`config.mk`:
```
export PLATFORM = sky130hd
export DESIGN_NAME = bit_enum_flat
export DESIGN_NICKNAME = d
export VERILOG_FILES = /design/src/rtl/bit_enum_if.sv /design/src/rtl/bit_enum.sv /design/src/flat_wrapper.sv
export SDC_FILE = /design/constraint.sdc
export NUM_CORES = 1
export LEC_CHECK = 0
export CAP_MARGIN = 20
export CORE_MARGIN = 2
export CORE_UTILIZATION = 43
export DETAILED_ROUTE_END_ITERATION = 8
export HOLD_SLACK_MARGIN = 0.03
export PLACE_DENSITY = 0.71
export RECOVER_POWER = 100
export SLEW_MARGIN = 20
export SYNTH_ARGS = -nofsm -noshare
export SYNTH_HDL_FRONTEND = slang
export SYNTH_SLANG_ARGS = --single-unit
export TNS_END_PERCENT = 100
```
`constraint.sdc`:
```
create_clock -name clk -period 2.3 [get_ports clk]
set_clock_uncertainty 0.15 [all_clocks]
set_input_delay 0.46 -clock clk [delete_from_list [all_inputs] [get_ports clk]]
set_output_delay 0.46 -clock clk [all_outputs]
set_load 0.02 [all_outputs]
```
`src/rtl/bit_enum_if.sv`:
```
// Handshake bundle for the set-bit enumerator: word input side and beat output side.
interface bit_enum_if #(
  parameter int ORDER = 3
);
  localparam int W = 2**ORDER;

  logic             in_valid;
  logic             in_ready;
  logic [W-1:0]     in_data;
  logic             out_valid;
  logic             out_ready;
  logic [ORDER-1:0] out_index;
  logic [ORDER:0]   out_rank;
  logic             out_last;
  logic             out_empty;

  // Producer of words / consumer of beats.
  modport master (
    output in_valid, in_data, out_ready,
    input  in_ready, out_valid, out_index, out_rank, out_last, out_empty
  );

  // The enumerator itself.
  modport slave (
    input  in_valid, in_data, out_ready,
    output in_ready, out_valid, out_index, out_rank, out_last, out_empty
  );
endinterface

```
`src/rtl/bit_enum.sv`:
```
// Set-bit enumerator: takes a W-bit mask and emits the index of every set bit,
// lowest first, one beat per cycle, each beat tagged with its running rank.
// All out_* come from registers; only in_ready looks through to out_ready.
module bit_enum #(
  parameter int ORDER = 3
) (
  input  logic      clk,
  input  logic      rst_n,
  bit_enum_if.slave bus
);
  localparam int W = 2**ORDER;

  typedef enum logic {IDLE = 1'b0, EMIT = 1'b1} state_t;

  state_t           state_reg, state_next;
  logic [W-1:0]     mask_reg, mask_next;
  logic [ORDER:0]   rank_reg, rank_next;

  logic [W-1:0]     below;       // below[i] = some bit under position i is set
  logic [W-1:0]     low_onehot;  // isolates the lowest pending bit
  logic [ORDER-1:0] low_index;
  logic             mask_any;
  logic             mask_single; // at most one bit pending -> this beat is the last

  // Prefix-OR chain picks out the lowest set bit as a one-hot vector.
  generate
    for (genvar gi = 0; gi < W; gi++) begin : g_low
      if (gi == 0) begin : g_first
        assign below[gi] = 1'b0;
      end else begin : g_rest
        assign below[gi] = below[gi-1] | mask_reg[gi-1];
      end
      assign low_onehot[gi] = mask_reg[gi] & ~below[gi];
    end
  endgenerate

  assign mask_any    = |mask_reg;
  assign mask_single = ((mask_reg & (mask_reg - W'(1))) == '0);

  // Encode the one-hot lowest bit; OR-ing is safe because at most one bit is hot.
  always_comb begin
    low_index = '0;
    for (int i = 0; i < W; i++) begin
      if (low_onehot[i]) begin
        low_index = low_index | ORDER'(i);
      end
    end
  end

  // State register: pending mask, rank so far, and FSM state.
  always_ff @(posedge clk or negedge rst_n) begin
    if (!rst_n) begin
      state_reg <= IDLE;
      mask_reg  <= '0;
      rank_reg  <= '0;
    end else begin
      state_reg <= state_next;
      mask_reg  <= mask_next;
      rank_reg  <= rank_next;
    end
  end

  // Next-state logic: load a word, retire one bit per accepted beat, chain words.
  always_comb begin
    state_next = state_reg;
    mask_next  = mask_reg;
    rank_next  = rank_reg;
    case (state_reg)
      IDLE: begin
        if (bus.in_valid) begin
          mask_next  = bus.in_data;
          rank_next  = '0;
          state_next = EMIT;
        end
      end
      EMIT: begin
        if (bus.out_ready) begin
          mask_next = mask_reg & ~low_onehot;
          rank_next = rank_reg + 1'b1;
          if (mask_single) begin
            if (bus.in_valid) begin
              // Next word follows the last beat with no idle cycle.
              mask_next = bus.in_data;
              rank_next = '0;
            end else begin
              state_next = IDLE;
            end
          end
        end
      end
      default: state_next = IDLE;
    endcase
  end

  // Output decode: beat fields purely from registers, in_ready also sees out_ready.
  always_comb begin
    bus.out_valid = (state_reg == EMIT);
    bus.out_index = low_index;
    bus.out_rank  = mask_any ? (rank_reg + 1'b1) : '0;
    bus.out_empty = ~mask_any;
    bus.out_last  = mask_single;
    bus.in_ready  = (state_reg == IDLE) |
                    ((state_reg == EMIT) & bus.out_ready & mask_single);
  end
endmodule

```
`src/flat_wrapper.sv`:
```
// flat-port wrapper written by rule: the top's interface ports become plain ports
module bit_enum_flat 
#(
  parameter int ORDER = 3
)
  (clk, rst_n, bus_in_valid, bus_in_data, bus_out_ready, bus_in_ready, bus_out_valid, bus_out_index, bus_out_rank, bus_out_last, bus_out_empty);
  bit_enum_if #(.ORDER(ORDER)) bus_i ();
  input  logic clk;
  input  logic rst_n;
  input wire logic [$bits(bus_i.in_valid)-1:0] bus_in_valid;
  input wire logic [$bits(bus_i.in_data)-1:0] bus_in_data;
  input wire logic [$bits(bus_i.out_ready)-1:0] bus_out_ready;
  output wire logic [$bits(bus_i.in_ready)-1:0] bus_in_ready;
  output wire logic [$bits(bus_i.out_valid)-1:0] bus_out_valid;
  output wire logic [$bits(bus_i.out_index)-1:0] bus_out_index;
  output wire logic [$bits(bus_i.out_rank)-1:0] bus_out_rank;
  output wire logic [$bits(bus_i.out_last)-1:0] bus_out_last;
  output wire logic [$bits(bus_i.out_empty)-1:0] bus_out_empty;
  assign bus_i.in_valid = bus_in_valid;
  assign bus_i.in_data = bus_in_data;
  assign bus_i.out_ready = bus_out_ready;
  assign bus_in_ready = bus_i.in_ready;
  assign bus_out_valid = bus_i.out_valid;
  assign bus_out_index = bus_i.out_index;
  assign bus_out_rank = bus_i.out_rank;
  assign bus_out_last = bus_i.out_last;
  assign bus_out_empty = bus_i.out_empty;
  bit_enum #(.ORDER(ORDER)) u_core (.clk(clk), .rst_n(rst_n), .bus(bus_i));
endmodule
```
; ---- Yosys cells after proc, flatten, opt, wreduce, memory -nomap -nowiden
; Cells that the tools add are included.
[op_classes]
bitwise = 28
mux = 22
add_sub_neg = 2
n_eq_ne = 2
reduce_logical = 3
[ops]
columns = op, count
row1 = $mux W8, 4
row2 = $mux W4, 5
row3 = $and A8 B8 Y8, 2
row4 = $pmux W8 S2, 1
row5 = $mux W3, 4
row6 = $and A1 B1 Y1, 9
row7 = $not A1 Y1, 9
row8 = $logic_not A8 Y1, 1
row9 = $not A8 Y8, 1
row10 = $pmux W4 S2, 1
row11 = $reduce_or A8 Y1, 1
row12 = $sub A8 B1 Y8 const B, 1
row13 = $or A1 B1 Y1, 7
row14 = $add A4 B1 Y4 const B, 1
row15 = $mux W1, 4
row16 = $mux W2, 2
row17 = $ne A2 B2 Y1 const B, 2
row18 = $pmux W1 S2, 1
row19 = $reduce_and A2 Y1, 1
[totals]
reg_bits = 13
output_inout_bits = 11
inputBits = 12
elab_cells = 60

; ---- Logic depth before layout (Yosys ltp)
; Gate-level depths: netlist of run 1.
[logic_depth]
depth_word = 14
depth_mapped = 6
ltp_nobuf = 5

; ---- Least setup slack after synthesis of run 1
; No wires, ideal clock.
[synth_path]
path_type = register to output
from = reg u_core.mask_reg[3]
to = out bus_out_last
required_time_ps = 1690
setup_slack_ps = -204
path_buffers = 1
path_stages_with_launch = 6
t_arrival_ps = 1894
path_cell_list = dfrtp_1 -> buf_6 -> or4_4 -> maj3_2 -> o31a_1 -> nor2_1
[synth_between]
elab_chain_len = 3
[synth_lines]
columns = item, line
row1 = "start, declared", bit_enum.sv:16  ; logic [W-1:0] mask_reg, mask_next;
row2 = "start signal, assigned", bit_enum.sv:58  ; mask_reg <= mask_next;
row3 = $sub A8 B1 Y8, bit_enum.sv:38  ; assign mask_single = ((mask_reg & (mask_reg - W'(1))) == '0);
row4 = $and A8 B8 Y8 (*), bit_enum.sv:38
row5 = $logic_not A8 Y1 (*), bit_enum.sv:38
row6 = "end, declared", flat_wrapper.sv:17  ; output wire logic [$bits(bus_i.out_last)-1:0] bus_out_last;
; Mark *: on every way between the ends. The rest lies on a longest branch, timed or not.

; ---- Worst setup path after layout of run 1
[layout_path]
from = reg u_core.mask_reg[3]
to = out bus_in_ready
[layout_between]
elab_chain_len = 5
[layout_lines]
columns = item, line
row1 = $sub A8 B1 Y8, bit_enum.sv:38
row2 = $and A8 B8 Y8 (*), bit_enum.sv:38
row3 = $logic_not A8 Y1 (*), bit_enum.sv:38
row4 = $and A1 B1 Y1 (*), bit_enum.sv:103  ; ((state_reg == EMIT) & bus.out_ready & mask_single);
row5 = $or A1 B1 Y1 (*), bit_enum.sv:102  ; bus.in_ready = (state_reg == IDLE) |
row6 = "end, declared", flat_wrapper.sv:13  ; output wire logic [$bits(bus_i.in_ready)-1:0] bus_in_ready;
; Marked as above.

==> results by group, run 1 <==
Global route
  – Vias in the first global route: 967
  – All-Layer GR Usage: 23.5%
  – Largest net degree at the start of global routing: 14
  – GRT overflow: 0
  – Initial antenna violation count: 0
  – First-pass GRT wire length: 4390 um

Logic synthesis
  – Cells after Synth: 105
  – Netlist cell types: 36
  – Synth warn: 0
  – Post-Syn Nets: 118
  – Seq/Total Area, Yosys: 36.5%
  – Ys async rst share: 100%
  – Primary FF master, synth: dfrtp_1
  – Synthesized area per cell: 8.48 um2
  – Number of synthesized flops with an enable pin: 0
  – Synth Register Bits: 13
  – Post-synthesis cell area: 891 um2

Worst hold path
  – Hold depth: 2
  – WHS Endpoint: u_core.rank_reg[1]
  – Hold WC Path Type: flip-flop to flip-flop
  – Hold_sp: u_core.rank_reg[1]

Placed design
  – Placed inst area: 1280 um2
  – Placer Congestion: 0.823
  – PortBufs: 22
  – Pre-CTS WS: -0.571 ns
  – Post-DP HPWL: 1840 um

Clock network
  – Num CTS Buffers: 3
  – CTS sink cnt: 13
  – Latest clock arrival within the worst-skew pair: 0.28 ns
  – H-tree depth: 1
  – Worst-path clk slew: 0.09 ns
  – CTS tree: yes
  – # hold bufs at CTS: 0
  – Clk buf depth: 2
  – CTS Root Cell: clkbuf_4

Timing
  – Setup TNS: -0.988 ns
  – Final Hold Viols: 0
  – Tightest Pin Transition: 0.616 ns
  – Worst slew margin: 58.8%
  – Final setup vio count: 6
  – Final Max Tran Viols: 0
  – PnR worst setup slack: -0.443 ns
  – Minimum clock period: 2.74 ns
  – RSZ-0062 raised after global routing: true
  – Period utilization: 119%
  – Max Clk Rate: 365 MHz

Floorplan
  – Die area: 2450 um2
  – Starting density of the core: 45.4%
  – FP Rows: 16
  – I/O pins: 23
  – Chip height: 49.5 um
  – Core Region: 1960 um2
  – Chip width: 49.5 um

Detailed routing
  – Post-Route WL: 2630 um
  – DR vias/cell: 5.81
  – Antenna-violating nets left: 0
  – Total number of vias: 1022
  – Detailed-router iteration count before antenna repair: 5
  – WL/cell: 14.9 um
  – DR DRC count: 0
  – Drt first-iter violations: 49

Run status
  – Violated checks: negative setup slack
  – Outcome: complete, but fails checks

Final layout
  – Fillers: 166
  – Area delta synth->final: 52.1%
  – Core Util, Final: 69.1%
  – Design area: 1360 um2
  – FF/Latch Area: 325 um2
  – Max reg flops: 8
  – Ant diodes: 0
  – Layout cells sized above 1: 36.2%
  – Area of the multi-input gates: 554 um2
  – Nets: 163

Worst setup path
  – Critical path arrival: 2.13 ns
  – Maximum fanout along the worst path: 2
  – CP max-delay cell: or4_4
  – Delay-heaviest family, CP: simple AND/OR/NAND/NOR gates
  – R2R Path End: u_core.mask_reg[2]
  – Type of the worst setup path: flip-flop to output pin
  – Worst R2R Setup Slack: 0.13 ns
  – Buf+Inv Stages, Crit Path: 1
  – Reg2reg start: u_core.mask_reg[3]
  – Max stage delay on crit path: 0.55 ns
  – R2R depth: 7
  – Startpoint Class: flip-flop
  – Crit. End Element: output pin
  – Crit-path cells: or4_4 -> maj3_2 -> o31a_1 -> o21ai_4 -> buf_6
  – Req. time, crit path: 1.69 ns

Job
  – Maximum capacitance violations: 0

Power
  – Pwr dens: 1800 nW/um2
  – Static Leakage: 0.609 nW
  – Max IR drop VDD: 1020 uV
layer usage:
| layer | global-route usage, % | up-vias | share of wire (%) |
|---|---|---|---|
| met5 | 0 | - | 0 |
| met4 | 10.6 | 0 | 2.0 |
| met3 | 3.94 | 8 | 5.5 |
| met2 | 39.9 | 37 | 50 |
| met1 | 29.0 | 496 | 43 |
| li1 | - | 481 | - |
tightest hold or removal path, stage by stage (launching register included):
cell and delay (ns):
dfrtp_1 0.38, nand2_1 0.06, o21ai_0 0.06
worst max path at each step:
| stage | cells past startpoint | slack, ns | startpoint | to |
|---|---|---|---|---|
| after floorplan | 5 | -0.14 | u_core.mask_reg[3] | bus_out_last |
| final | 5 | -0.44 | u_core.mask_reg[3] | bus_in_ready |
| after detailed placement | 5 | -0.57 | u_core.mask_reg[3] | bus_in_ready |
| after global placement | 5 | -0.55 | u_core.mask_reg[3] | bus_in_ready |
| after CTS | 5 | -0.41 | u_core.mask_reg[3] | bus_in_ready |
| after global routing | 5 | -0.51 | u_core.mask_reg[3] | bus_in_ready |
layout make-up:
| class | count | area share, % |
|---|---|---|
| clock buffer | 4 | 1.94 |
| inverter | 6 | 1.66 |
| tap | 27 | 2.49 |
| sequential | 13 | 24.0 |
| timing repair buffer | 46 | 29.0 |
| multi-input combinational | 80 | 40.9 |
kinds of logic after synthesis:
group	count (synthesis)	synth area share, %
buf+inv	12	6.74
flops	13	36.5
compound gates	35	27.4
mux	2	2.39
fa+ha+maj	2	2.67
simple gates	41	24.3
power breakdown:
part / internal [mW] / total [mW] / switching (mW) / leakage [nW]
Sequential: 0.329 / 0.461 / 0.132 / 0.164
Combinational: 0.905 / 1.82 / 0.918 / 0.430
Clock: 0.0674 / 0.150 / 0.0829 / 0.0150
per-stage QoR:
stage | total power [mW] | hold WS [ns] | cells
after detailed placement | 2.13 | 0.356 | 169
after global placement | 2.10 | 0.348 | 169
final | 2.43 | 0.375 | 176
after CTS | 2.32 | 0.375 | 175
after floorplan | 1.41 | 0.0144 | 105
after global routing | 2.60 | 0.442 | 176
placed cells by master, fill, tap and decap left out, drive strengths merged:
master / synthesis / routed
a211oi: 3 / 3
a21oi: 7 / 7
a31o: 4 / 4
a31oi: 1 / 1
a32o: 4 / 4
a41oi: 1 / 1
and2: 1 / 1
and3: 1 / 1
and4b: 1 / 1
buf: 3 / 33
clkbuf: 3 / 5
clkdlybuf4s50: 0 / 11
dfrtp: 13 / 13
dlygate4sd3: 0 / 1
ha: 1 / 1
inv: 6 / 6
maj3: 1 / 1
mux2: 1 / 1
mux2i: 1 / 1
nand2: 15 / 15
nand2b: 3 / 3
nand3: 2 / 2
nand4: 2 / 2
nand4b: 1 / 1
nor2: 10 / 10
nor2b: 1 / 1
nor3: 1 / 1
nor4: 1 / 1
o211ai: 3 / 3
o21ai: 8 / 8
o22ai: 2 / 2
o31a: 1 / 1
o32ai: 1 / 1
or2: 1 / 1
or4: 1 / 1
Yosys cell counts, types with 2 or more instances:
| master | count | share of area, % |
|---|---|---|
| a211oi_1 | 3 | 2.5 |
| a21oi_1 | 7 | 3.9 |
| a31o_2 | 3 | 2.9 |
| a32o_1 | 4 | 4.5 |
| buf_4 | 2 | 1.7 |
| clkbuf_1 | 3 | 1.3 |
| dfrtp_1 | 13 | 37 |
| inv_1 | 6 | 2.5 |
| nand2_1 | 15 | 6.3 |
| nand2b_1 | 3 | 2.1 |
| nand3_1 | 2 | 1.1 |
| nand4_1 | 2 | 1.4 |
| nor2_1 | 10 | 4.2 |
| o211ai_1 | 3 | 2.5 |
| o21ai_0 | 7 | 3.9 |
| o22ai_1 | 2 | 1.4 |
what timing repair did:
action                                 CTS  global route
gates resized for setup                 48            14
setup buffers                            2             2
pin swaps                                2             0
cloned                                   0             0
setup endpoints to repair               10            10
endpoints found under the hold margin    0             0
No activity file was read; power rests on OpenSTA's default activity.
==> run 2: changes to the inputs <==
--- a/config.mk
+++ b/config.mk
@@ -9,6 +9,7 @@
 export CORE_MARGIN = 2
 export CORE_UTILIZATION = 43
 export DETAILED_ROUTE_END_ITERATION = 8
+export GPL_TIMING_DRIVEN = 1
 export HOLD_SLACK_MARGIN = 0.03
 export PLACE_DENSITY = 0.71
 export RECOVER_POWER = 100
==> results of run 2 <==
Final layout, timing and power as in run 1 (identical DEF).
